<file path="src/rtl/fifo32_8_if.sv">
// rtl/fifo32_8_if.sv - host/UART-side signal bundle for the 32-to-8 transmit FIFO
//
// Purpose: groups the push, pop, status and error-clear signals of fifo32_8.
//
// Ports (signals):
//   wdata_i[31:0]  word to push
//   wr_i           push strobe
//   rd_i           pop strobe
//   clr_err_i      clear of the sticky error flags
//   rdata_o[7:0]   head byte, zero-latency
//   empty_o        no bytes available
//   full_o         no free word slot
//   level_o        bytes available, 0..4*DEPTH_W
//   ovf_o / udf_o  sticky overflow / underflow flags
//
// Modports: master = host + UART transmitter side, slave = the FIFO.

interface fifo32_8_if #(
   parameter int AW = 2
);
   logic [31:0]   wdata_i;
   logic          wr_i;
   logic          rd_i;
   logic          clr_err_i;
   logic [7:0]    rdata_o;
   logic          empty_o;
   logic          full_o;
   logic [AW+2:0] level_o;
   logic          ovf_o;
   logic          udf_o;

   modport master (
      output wdata_i, wr_i, rd_i, clr_err_i,
      input  rdata_o, empty_o, full_o, level_o, ovf_o, udf_o
   );

   modport slave (
      input  wdata_i, wr_i, rd_i, clr_err_i,
      output rdata_o, empty_o, full_o, level_o, ovf_o, udf_o
   );
endinterface

</file>
<file path="src/rtl/fifo32_8.sv">
// rtl/fifo32_8.sv - 32-bit word in, 8-bit byte out transmit FIFO
//
// Purpose: the host pushes 32-bit words, the UART transmitter pops them a byte
// at a time, least significant byte first. Buffers DEPTH_W words and reports
// empty, full, byte level and sticky overflow/underflow flags.
//
// Ports:
//   sclk   system clock, rising edge
//   rstn   asynchronous active-low reset; clears pointers, memory and flags
//   bus    fifo32_8_if.slave (see the interface file for signal list)

module fifo32_8 #(
   parameter int DEPTH_W = 4,
   parameter int AW      = 2
) (
   input  logic       sclk,
   input  logic       rstn,
   fifo32_8_if.slave  bus
);

   // wptr counts words, rptr counts bytes; both carry one extra lap bit.
   logic [AW:0]   wptr;
   logic [AW+2:0] rptr;
   logic [31:0]   mem [DEPTH_W];

   logic          empty;
   logic          full;
   logic          push_ok;
   logic          pop_ok;
   logic [31:0]   head_word;
   logic [7:0]    head_byte;
   logic          ovf;
   logic          udf;

   // The word index of rptr only advances after the 4th byte of a word is
   // popped, so a partially-read slot still counts as occupied for full.
   assign empty = (rptr[AW+2:2] == wptr);
   assign full  = (rptr[AW+2] != wptr[AW]) && (rptr[AW+1:2] == wptr[AW-1:0]);

   // Both strobes are qualified on the pre-edge state.
   assign push_ok = bus.wr_i && !full;
   assign pop_ok  = bus.rd_i && !empty;

   assign head_word = mem[rptr[AW+1:2]];

   always_comb begin
      head_byte = 8'h00;
      case (rptr[1:0])
         2'd0:    head_byte = head_word[7:0];
         2'd1:    head_byte = head_word[15:8];
         2'd2:    head_byte = head_word[23:16];
         default: head_byte = head_word[31:24];
      endcase
   end

   always_ff @(posedge sclk or negedge rstn) begin
      if (!rstn) begin
         wptr <= '0;
         rptr <= '0;
         ovf  <= 1'b0;
         udf  <= 1'b0;
         for (int i = 0; i < DEPTH_W; i++) begin
            mem[i] <= '0;
         end
      end else begin
         if (push_ok) begin
            mem[wptr[AW-1:0]] <= bus.wdata_i;
            wptr              <= wptr + 1'b1;
         end
         if (pop_ok) begin
            rptr <= rptr + 1'b1;
         end
         // A new error in the clearing cycle wins over the clear.
         if (bus.wr_i && full) begin
            ovf <= 1'b1;
         end else if (bus.clr_err_i) begin
            ovf <= 1'b0;
         end
         if (bus.rd_i && empty) begin
            udf <= 1'b1;
         end else if (bus.clr_err_i) begin
            udf <= 1'b0;
         end
      end
   end

   assign bus.rdata_o = empty ? 8'h00 : head_byte;
   assign bus.empty_o = empty;
   assign bus.full_o  = full;
   assign bus.level_o = {wptr, 2'b00} - rptr;
   assign bus.ovf_o   = ovf;
   assign bus.udf_o   = udf;

endmodule

</file>
<file path="src/flat_wrapper.sv">
// flat-port wrapper written by rule: the top's interface ports become plain ports
module fifo32_8_flat 
#(
   parameter int DEPTH_W = 4,
   parameter int AW      = 2
)
  (sclk, rstn, bus_wdata_i, bus_wr_i, bus_rd_i, bus_clr_err_i, bus_rdata_o, bus_empty_o, bus_full_o, bus_level_o, bus_ovf_o, bus_udf_o);
  fifo32_8_if #(.AW(AW)) bus_i ();
  input  logic sclk;
  input  logic rstn;
  input wire logic [$bits(bus_i.wdata_i)-1:0] bus_wdata_i;
  input wire logic [$bits(bus_i.wr_i)-1:0] bus_wr_i;
  input wire logic [$bits(bus_i.rd_i)-1:0] bus_rd_i;
  input wire logic [$bits(bus_i.clr_err_i)-1:0] bus_clr_err_i;
  output wire logic [$bits(bus_i.rdata_o)-1:0] bus_rdata_o;
  output wire logic [$bits(bus_i.empty_o)-1:0] bus_empty_o;
  output wire logic [$bits(bus_i.full_o)-1:0] bus_full_o;
  output wire logic [$bits(bus_i.level_o)-1:0] bus_level_o;
  output wire logic [$bits(bus_i.ovf_o)-1:0] bus_ovf_o;
  output wire logic [$bits(bus_i.udf_o)-1:0] bus_udf_o;
  assign bus_i.wdata_i = bus_wdata_i;
  assign bus_i.wr_i = bus_wr_i;
  assign bus_i.rd_i = bus_rd_i;
  assign bus_i.clr_err_i = bus_clr_err_i;
  assign bus_rdata_o = bus_i.rdata_o;
  assign bus_empty_o = bus_i.empty_o;
  assign bus_full_o = bus_i.full_o;
  assign bus_level_o = bus_i.level_o;
  assign bus_ovf_o = bus_i.ovf_o;
  assign bus_udf_o = bus_i.udf_o;
  fifo32_8 #(.DEPTH_W(DEPTH_W), .AW(AW)) u_core (.sclk(sclk), .rstn(rstn), .bus(bus_i));
endmodule
</file>
<file path="config.mk">
export PLATFORM = sky130hd
export DESIGN_NAME = fifo32_8_flat
export DESIGN_NICKNAME = d
export VERILOG_FILES = /design/src/rtl/fifo32_8_if.sv /design/src/rtl/fifo32_8.sv /design/src/flat_wrapper.sv
export SDC_FILE = /design/constraint.sdc
export NUM_CORES = 1
export LEC_CHECK = 0
export ABC_AREA = 1
export ABC_CLOCK_PERIOD_IN_PS = 6500
export CAP_MARGIN = 0
export CORE_ASPECT_RATIO = 1.1
export CORE_MARGIN = 2
export CORE_UTILIZATION = 30
export CTS_CLUSTER_SIZE = 40
export DETAILED_ROUTE_END_ITERATION = 6
export GPL_TIMING_DRIVEN = 0
export HOLD_SLACK_MARGIN = 0.02
export SLEW_MARGIN = 40
export SYNTH_ARGS = -nofsm -noshare
export SYNTH_HDL_FRONTEND = slang
export SYNTH_SLANG_ARGS = --single-unit
</file>
<file path="constraint.sdc">
create_clock -name sclk -period 6.5 [get_ports sclk]
set_clock_uncertainty 0.2 [all_clocks]
set_input_delay 1.3 -clock sclk [delete_from_list [all_inputs] [get_ports sclk]]
set_output_delay 1.3 -clock sclk [all_outputs]
set_load 0.1 [all_outputs]
</file>
==> impl_table.tex, run 1 <==
\begin{tabular}{lr}
\hline
Metric & Value \\
\hline
\multicolumn{2}{l}{\textbf{Route}} \\
Total Routed Length & 21300 um \\
Mean routed wirelength per cell & 16.4 um \\
Detailed Routing Iterations Pass 1 & 5 \\
Number of vias per cell & 4.74 \\
DRT iter0 DRCs & 498 \\
Routed via count & 6163 \\
Count of nets left with antenna violations after detail routing & 0 \\
Residual DRC & 0 \\
\multicolumn{2}{l}{\textbf{Placement}} \\
Number of input and output port buffers inserted & 53 \\
Placed wire-length estimate after detailed placement & 14800 um \\
Cell area reported after detailed placement & 7890 um\^{}2 \\
Worst setup slack after placement & 2.33 ns \\
GP Congestion & 0.860 \\
\multicolumn{2}{l}{\textbf{Logic synthesis}} \\
Gate count of the mapped netlist & 913 \\
Syn avg cell area & 7.67 um\^{}2 \\
Synthesized area & 7010 um\^{}2 \\
\#FFs+latches synth & 138 \\
Proportion of synthesized chip area in sequential cells & 49.3\% \\
Number of nets in the synthesized netlist & 961 \\
Number of warnings printed during yosys synthesis & 0 \\
Count of unique library cells instantiated by Yosys & 23 \\
\multicolumn{2}{l}{\textbf{Job}} \\
Number of violations of the max-capacitance limit & 0 \\
\multicolumn{2}{l}{\textbf{Clocking}} \\
CTS clk-pin slew, worst paths & 0.06 ns \\
Max Buffers Root-to-Sink & 2 \\
Number of buffers inserted by hold repair at cts & 0 \\
Clock sinks & 138 \\
Number of clock buffers inserted by TritonCTS & 17 \\
Max H-tree Level & 4 \\
Root buffer cell & clkbuf\_16 \\
Resized Gates After CTS & 0 \\
Buffer count from post-CTS setup fixing & 0 \\
Worst skew pair latency & 0.43 ns \\
TritonCTS clock tree & built \\
\multicolumn{2}{l}{\textbf{Floorplan}} \\
Vertical die dimension & 164 um \\
Area of the core & 22900 um\^{}2 \\
Chip width & 150 um \\
Die Area & 24600 um\^{}2 \\
Ports & 54 \\
Row count & 58 \\
Effective utilization at floorplan & 30.6\% \\
\multicolumn{2}{l}{\textbf{Global routing}} \\
Aggregate global-route resource usage & 18.2\% \\
Antenna violations before repair & 0 \\
Vias in the first global route & 6085 \\
Global-route wire length before repair & 33800 um \\
Overflow left after global routing & 0 \\
Maximum number of pins on one net before global-route repair & 55 \\
\multicolumn{2}{l}{\textbf{Layout}} \\
Most frequent standard cell in the layout excluding fill and tap cells & nand2\_1 \\
Commonest non-fill, non-tap cells in the layout & 360 x nand2\_1, 138 x dfrtp\_1, 118 x o21ai\_0 \\
Synth-to-Final Area Change & 21.2\% \\
Final Instance Area & 8490 um\^{}2 \\
Fraction of final layout cells with drive strength greater than 1 & 11.4\% \\
Diodes inserted & 0 \\
Net total in the final layout & 1035 \\
\multicolumn{2}{l}{\textbf{STA}} \\
Worst Tran Pin Value & 0.646 ns \\
Worst setup slack after layout & 1.84 ns \\
Tcrit/Tclk final & 71.8\% \\
Sum Neg Setup Slack & 0 ns \\
Max-slew violation count & 0 \\
Final hold vios & 0 \\
Tmin final & 4.66 ns \\
Setup repair after global routing missed its margin & false \\
Final count of negative-setup-slack endpoints & 0 \\
Worst slew margin relative to its limit & 56.9\% \\
F\_max & 0.214 GHz \\
\multicolumn{2}{l}{\textbf{Critical path}} \\
Number of buffer and inverter stages on the critical path & 6 \\
Delay of the slowest critical-path stage & 0.46 ns \\
Critical path's most frequent cell & buf\_2 \\
Cells along the critical path & inv\_1, buf\_2, buf\_2, ha\_1, nand2\_1, inv\_1, nand2\_1, buf\_2, o21ai\_0, nor2\_1, buf\_2 \\
CP Launch Type & flip-flop \\
Family with the most delay on the worst path & buffers and inverters \\
Arr. time, crit path & 3.16 ns \\
Type of the worst setup path & reg2out \\
Endpoint type of the worst setup path & primary output \\
Worst Path Max Fanout & 10 \\
Library cell contributing the largest single delay on the critical path & buf\_2 \\
Worst endpoint required time & 5.00 ns \\
\multicolumn{2}{l}{\textbf{Min path}} \\
Worst hold-check path type & reg2reg \\
\multicolumn{2}{l}{\textbf{Status}} \\
Result of the run & finished clean \\
\hline
\end{tabular}
worst paths after layout:
path,startpoint,to,slack (ns),depth (start not counted)
worst max-delay path,u_core.rptr[2],bus_rdata_o[1],1.84,11
worst min-delay path,u_core.mem[27],u_core.mem[27],0.27,2
worst max register to register,u_core.rptr[2],u_core.mem[7],3.48,11
worst min register to register,u_core.mem[27],u_core.mem[27],0.27,2
max in group asynchronous,rstn,u_core.mem[92],4.98,2
min in group asynchronous,rstn,u_core.mem[3],0.54,1
layout make-up:
type / count / area [um^2]
Buffer: 54 / 323
Clock buffer: 24 / 492
Clock inverter: 8 / 115
Fill cell: 2448 / 14400
Inverter: 92 / 345
Multi-Input combinational cell: 629 / 2890
Sequential cell: 138 / 3450
Tap cell: 300 / 375
Timing Repair Buffer: 55 / 505
synthesized netlist by cell type:
| master | n | area (um^2) |
|---|---|---|
| nand2_1 | 360 | 1350 |
| dfrtp_1 | 138 | 3450 |
| o21ai_0 | 118 | 591 |
| inv_1 | 91 | 342 |
| nand3_1 | 61 | 305 |
| nor2_1 | 25 | 93.8 |
| buf_2 | 24 | 120 |
| o21ai_2 | 22 | 193 |
| clkbuf_1 | 15 | 56.3 |
| buf_6 | 11 | 124 |
| ha_1 | 11 | 138 |
| a21oi_1 | 10 | 50.1 |
| o21ai_1 | 6 | 30.0 |
| xor2_1 | 6 | 52.6 |
| nor2_2 | 3 | 18.8 |
| xnor2_1 | 3 | 26.3 |
| buf_1 | 2 | 7.51 |
| buf_4 | 2 | 15.0 |
| a31oi_1 | 1 | 6.26 |
| inv_2 | 1 | 3.75 |
| nand2_4 | 1 | 11.3 |
| nor2_4 | 1 | 11.3 |
| o211ai_1 | 1 | 7.51 |
state kept, by name, summed over array words and instances (netlist names):
register          cells
u_core.mem          128
u_core.rptr           5
u_core.wptr           3
u_core.bus.ovf_o      1
u_core.bus.udf_o      1
logic make-up (layout without fill, tap and decap cells):
family	count (synthesis)	after routing	share of synthesized area, %
DFF	138	138	49.3
AOI/OAI and AO/OA	158	158	12.5
and+or+nand+nor	451	451	25.6
buffers and inverters	146	233	9.54
xor gates and xnor gates	9	9	1.13
adders and majority gates	11	11	1.96
metal layers:
layer,GRT usage [%],up-vias,wire (um)
met3,3.83,26,1330
li1,-,3001,-
met5,0,-,0
met2,29.5,184,9950
met1,24.5,2952,9670
met4,6.00,0,395
metrics by stage:
stage          instances  hold slack (ns)  util (%)
3_5_place_dp        1268            0.259      34.4
3_3_place_gp        1266            0.255      34.5
2_1_floorplan        913            0.242         -
6_report            1300            0.271      37.0
4_1_cts             1300            0.272      37.0
5_1_grt             1300            0.299      37.0
tightest hold or removal path: stages, from the launching register on:
cell and delay (ns):
dfrtp_1 0.34, nand2_1 0.05, nand2_1 0.05
Power of run 1 is left out: the tool's default activity adds up to more than one toggle a clock period on the data nets, which glitch-free logic cannot reach.
==> run 2, diff against run 1 <==
--- a/config.mk
+++ b/config.mk
@@ -6,7 +6,7 @@
 export NUM_CORES = 1
 export LEC_CHECK = 0
 export ABC_AREA = 1
-export ABC_CLOCK_PERIOD_IN_PS = 6500
+export ABC_CLOCK_PERIOD_IN_PS = 4600
 export CAP_MARGIN = 0
 export CORE_ASPECT_RATIO = 1.1
 export CORE_MARGIN = 2
==> constraint.sdc (replaced) <==
create_clock -name sclk -period 4.6 [get_ports sclk]
set_clock_uncertainty 0.2 [all_clocks]
set_input_delay 0.92 -clock sclk [delete_from_list [all_inputs] [get_ports sclk]]
set_output_delay 0.92 -clock sclk [all_outputs]
set_load 0.1 [all_outputs]
==> results of run 2 <==
Same layout as run 1 (identical final DEF). Status: finished clean.
Among the figures that moved: setup slack after placement 2.33 ns -> 0.811 ns; setup slack after layout 1.84 ns -> 0.316 ns; hold slack 0.271 ns -> 0.157 ns; register-to-register setup slack 3.48 ns -> 1.58 ns
Power of run 2 is left out for the same reason.
==> run 3, diff against run 2 <==
--- a/config.mk
+++ b/config.mk
@@ -8,7 +8,7 @@
 export ABC_AREA = 1
 export ABC_CLOCK_PERIOD_IN_PS = 4600
 export CAP_MARGIN = 0
-export CORE_ASPECT_RATIO = 1.1
+export CORE_ASPECT_RATIO = 2
 export CORE_MARGIN = 2
 export CORE_UTILIZATION = 30
 export CTS_CLUSTER_SIZE = 40
==> run 3 against run 2 <==
  * Sequential share of layout area increased by 0.51 points
  * Die area increased by 0.30%
  * Wire length increased by 4.7%
  * Via count decreased by 0.21%
  * Non-clock buffer count unchanged
  * Critical path depth unchanged
  * Count of clock-buffer cells in the layout increased by 3
  * Critical path type unchanged
  * Critical endpoint is now bus_rdata_o[2]
  * Largest cell class unchanged
==> impl_table.tex, run 3 (synthesized netlist as in run 1, its figures left out) <==
\begin{tabular}{lr}
\hline
Metric & Value \\
\hline
\multicolumn{2}{l}{\textbf{Global routing}} \\
Antenna violations before repair & 0 \\
Global-route wire length before repair & 34700 um \\
Overflow left after global routing & 0 \\
Vias in the first global route & 6183 \\
Maximum number of pins on one net before global-route repair & 57 \\
Aggregate global-route resource usage & 18.8\% \\
\multicolumn{2}{l}{\textbf{Critical path}} \\
Critical path origin & u\_core.rptr[2] \\
CP Launch Type & flip-flop \\
Worst Path Max Fanout & 10 \\
Endpoint type of the worst setup path & primary output \\
Arr. time, crit path & 3.14 ns \\
R2R Path Start & u\_core.rptr[2] \\
Type of the worst setup path & reg2out \\
Worst endpoint required time & 3.48 ns \\
\multicolumn{2}{l}{\textbf{Clocking}} \\
Max Buffers Root-to-Sink & 2 \\
Root buffer cell & clkbuf\_16 \\
Buffer count from post-CTS setup fixing & 0 \\
Clock sinks & 138 \\
Max H-tree Level & 4 \\
Worst skew pair latency & 0.43 ns \\
Number of clock buffers inserted by TritonCTS & 17 \\
TritonCTS clock tree & built \\
CTS clk-pin slew, worst paths & 0.06 ns \\
Resized Gates After CTS & 0 \\
Number of buffers inserted by hold repair at cts & 0 \\
\multicolumn{2}{l}{\textbf{Placement}} \\
Cell area reported after detailed placement & 7870 um\^{}2 \\
Placed wire-length estimate after detailed placement & 16700 um \\
GP Congestion & 0.864 \\
Number of input and output port buffers inserted & 53 \\
\multicolumn{2}{l}{\textbf{Layout}} \\
Diodes inserted & 0 \\
Net total in the final layout & 1035 \\
Most frequent standard cell in the layout excluding fill and tap cells & nand2\_1 \\
Most flops, register & u\_core.mem \\
Regs by FF count & u\_core.mem x128, u\_core.rptr x5, u\_core.wptr x3 \\
Fraction of final layout cells with drive strength greater than 1 & 10.7\% \\
Commonest non-fill, non-tap cells in the layout & 360 x nand2\_1, 138 x dfrtp\_1, 118 x o21ai\_0 \\
Synth-to-Final Area Change & 19.7\% \\
Final Instance Area & 8390 um\^{}2 \\
Flip-flop count of the largest register after layout & 128 \\
\multicolumn{2}{l}{\textbf{Status}} \\
Result of the run & finished clean \\
\multicolumn{2}{l}{\textbf{Floorplan}} \\
Chip width & 112 um \\
Ports & 54 \\
Area of the core & 23100 um\^{}2 \\
Die Area & 24700 um\^{}2 \\
Effective utilization at floorplan & 30.3\% \\
Row count & 79 \\
Vertical die dimension & 220 um \\
\multicolumn{2}{l}{\textbf{STA}} \\
Worst slew margin relative to its limit & 55.4\% \\
Final count of negative-setup-slack endpoints & 0 \\
F\_max & 0.235 GHz \\
Worst Tran Pin Value & 0.669 ns \\
Max-slew violation count & 0 \\
Tcrit/Tclk final & 92.6\% \\
Final hold vios & 0 \\
Tmin final & 4.26 ns \\
Setup repair after global routing missed its margin & false \\
\multicolumn{2}{l}{\textbf{Route}} \\
Total Routed Length & 22300 um \\
DRT iter0 DRCs & 314 \\
Count of nets left with antenna violations after detail routing & 0 \\
Routed via count & 6150 \\
Residual DRC & 0 \\
Number of vias per cell & 4.80 \\
Mean routed wirelength per cell & 17.4 um \\
Detailed Routing Iterations Pass 1 & 5 \\
\multicolumn{2}{l}{\textbf{Min path}} \\
Worst hold-check path type & in2async \\
\multicolumn{2}{l}{\textbf{Job}} \\
Number of violations of the max-capacitance limit & 0 \\
\hline
\end{tabular}
run 3: changes by cell type in the layout (fill, tap and decap cells not counted), sizes merged:
| cell | previous run | this run |
|---|---|---|
| clkinv | 5 | 2 |
| clkbuf | 39 | 42 |
| bufinv | 3 | 1 |
run 3: per-stage QoR:
stage / utilization [%] / setup WS (ns) / instances / TNS [ns] / hold slack, ns
final: 36.3 / 0.338 / 1281 / 0 / 0.135
after global routing: 36.3 / 0.196 / 1281 / 0 / 0.140
after floorplan: - / 0.666 / 913 / 0 / 0.242
after detailed placement: 34.0 / 0.796 / 1251 / 0 / 0.258
after CTS: 36.3 / 0.318 / 1281 / 0 / 0.134
after global placement: 34.1 / -3.46 / 1249 / -475.28 / 0.255
run 3: cell type report:
cell class              instances  area [um^2]
repair buffers                 55          505
flip-flops and latches        138         3450
fillers                      2513        14700
clock buffers                  27          483
clock inverters                 3         40.0
plain buffers                  54          323
inverters                      92          345
multi-input cells             629         2890
well taps                     283          354
run 3: worst max-delay path, cell delays in order (launching register included):
cell,delay (ns)
dfrtp_1,0.41
inv_1,0.10
buf_2,0.24
buf_2,0.31
ha_1,0.31
nand2_1,0.08
inv_1,0.06
nand2_1,0.10
buf_2,0.24
o21ai_0,0.21
nor2_1,0.19
buf_2,0.45
run 3: layer usage:
layer	global-route usage, %	wire length [um]	share of wire [%]	vias to the layer above
met4	12.4	1450	6.5	0
li1	-	-	-	2983
met1	18.6	7890	35	2889
met2	35.3	12100	54	199
met3	3.67	923	4.1	79
met5	0	0	0	-
run 3: final timing paths:
kind	to	slack, ns	cells past startpoint
setup / recovery	bus_rdata_o[2]	0.34	11
hold / removal	u_core.mem[11]	0.14	1
setup reg to reg	u_core.mem[13]	1.62	11
hold reg to reg	u_core.mem[17]	0.27	2
max in group asynchronous	u_core.mem[14]	3.18	3
min in group sclk	u_core.mem[17]	0.27	2
Power of run 3 is left out for the same reason.
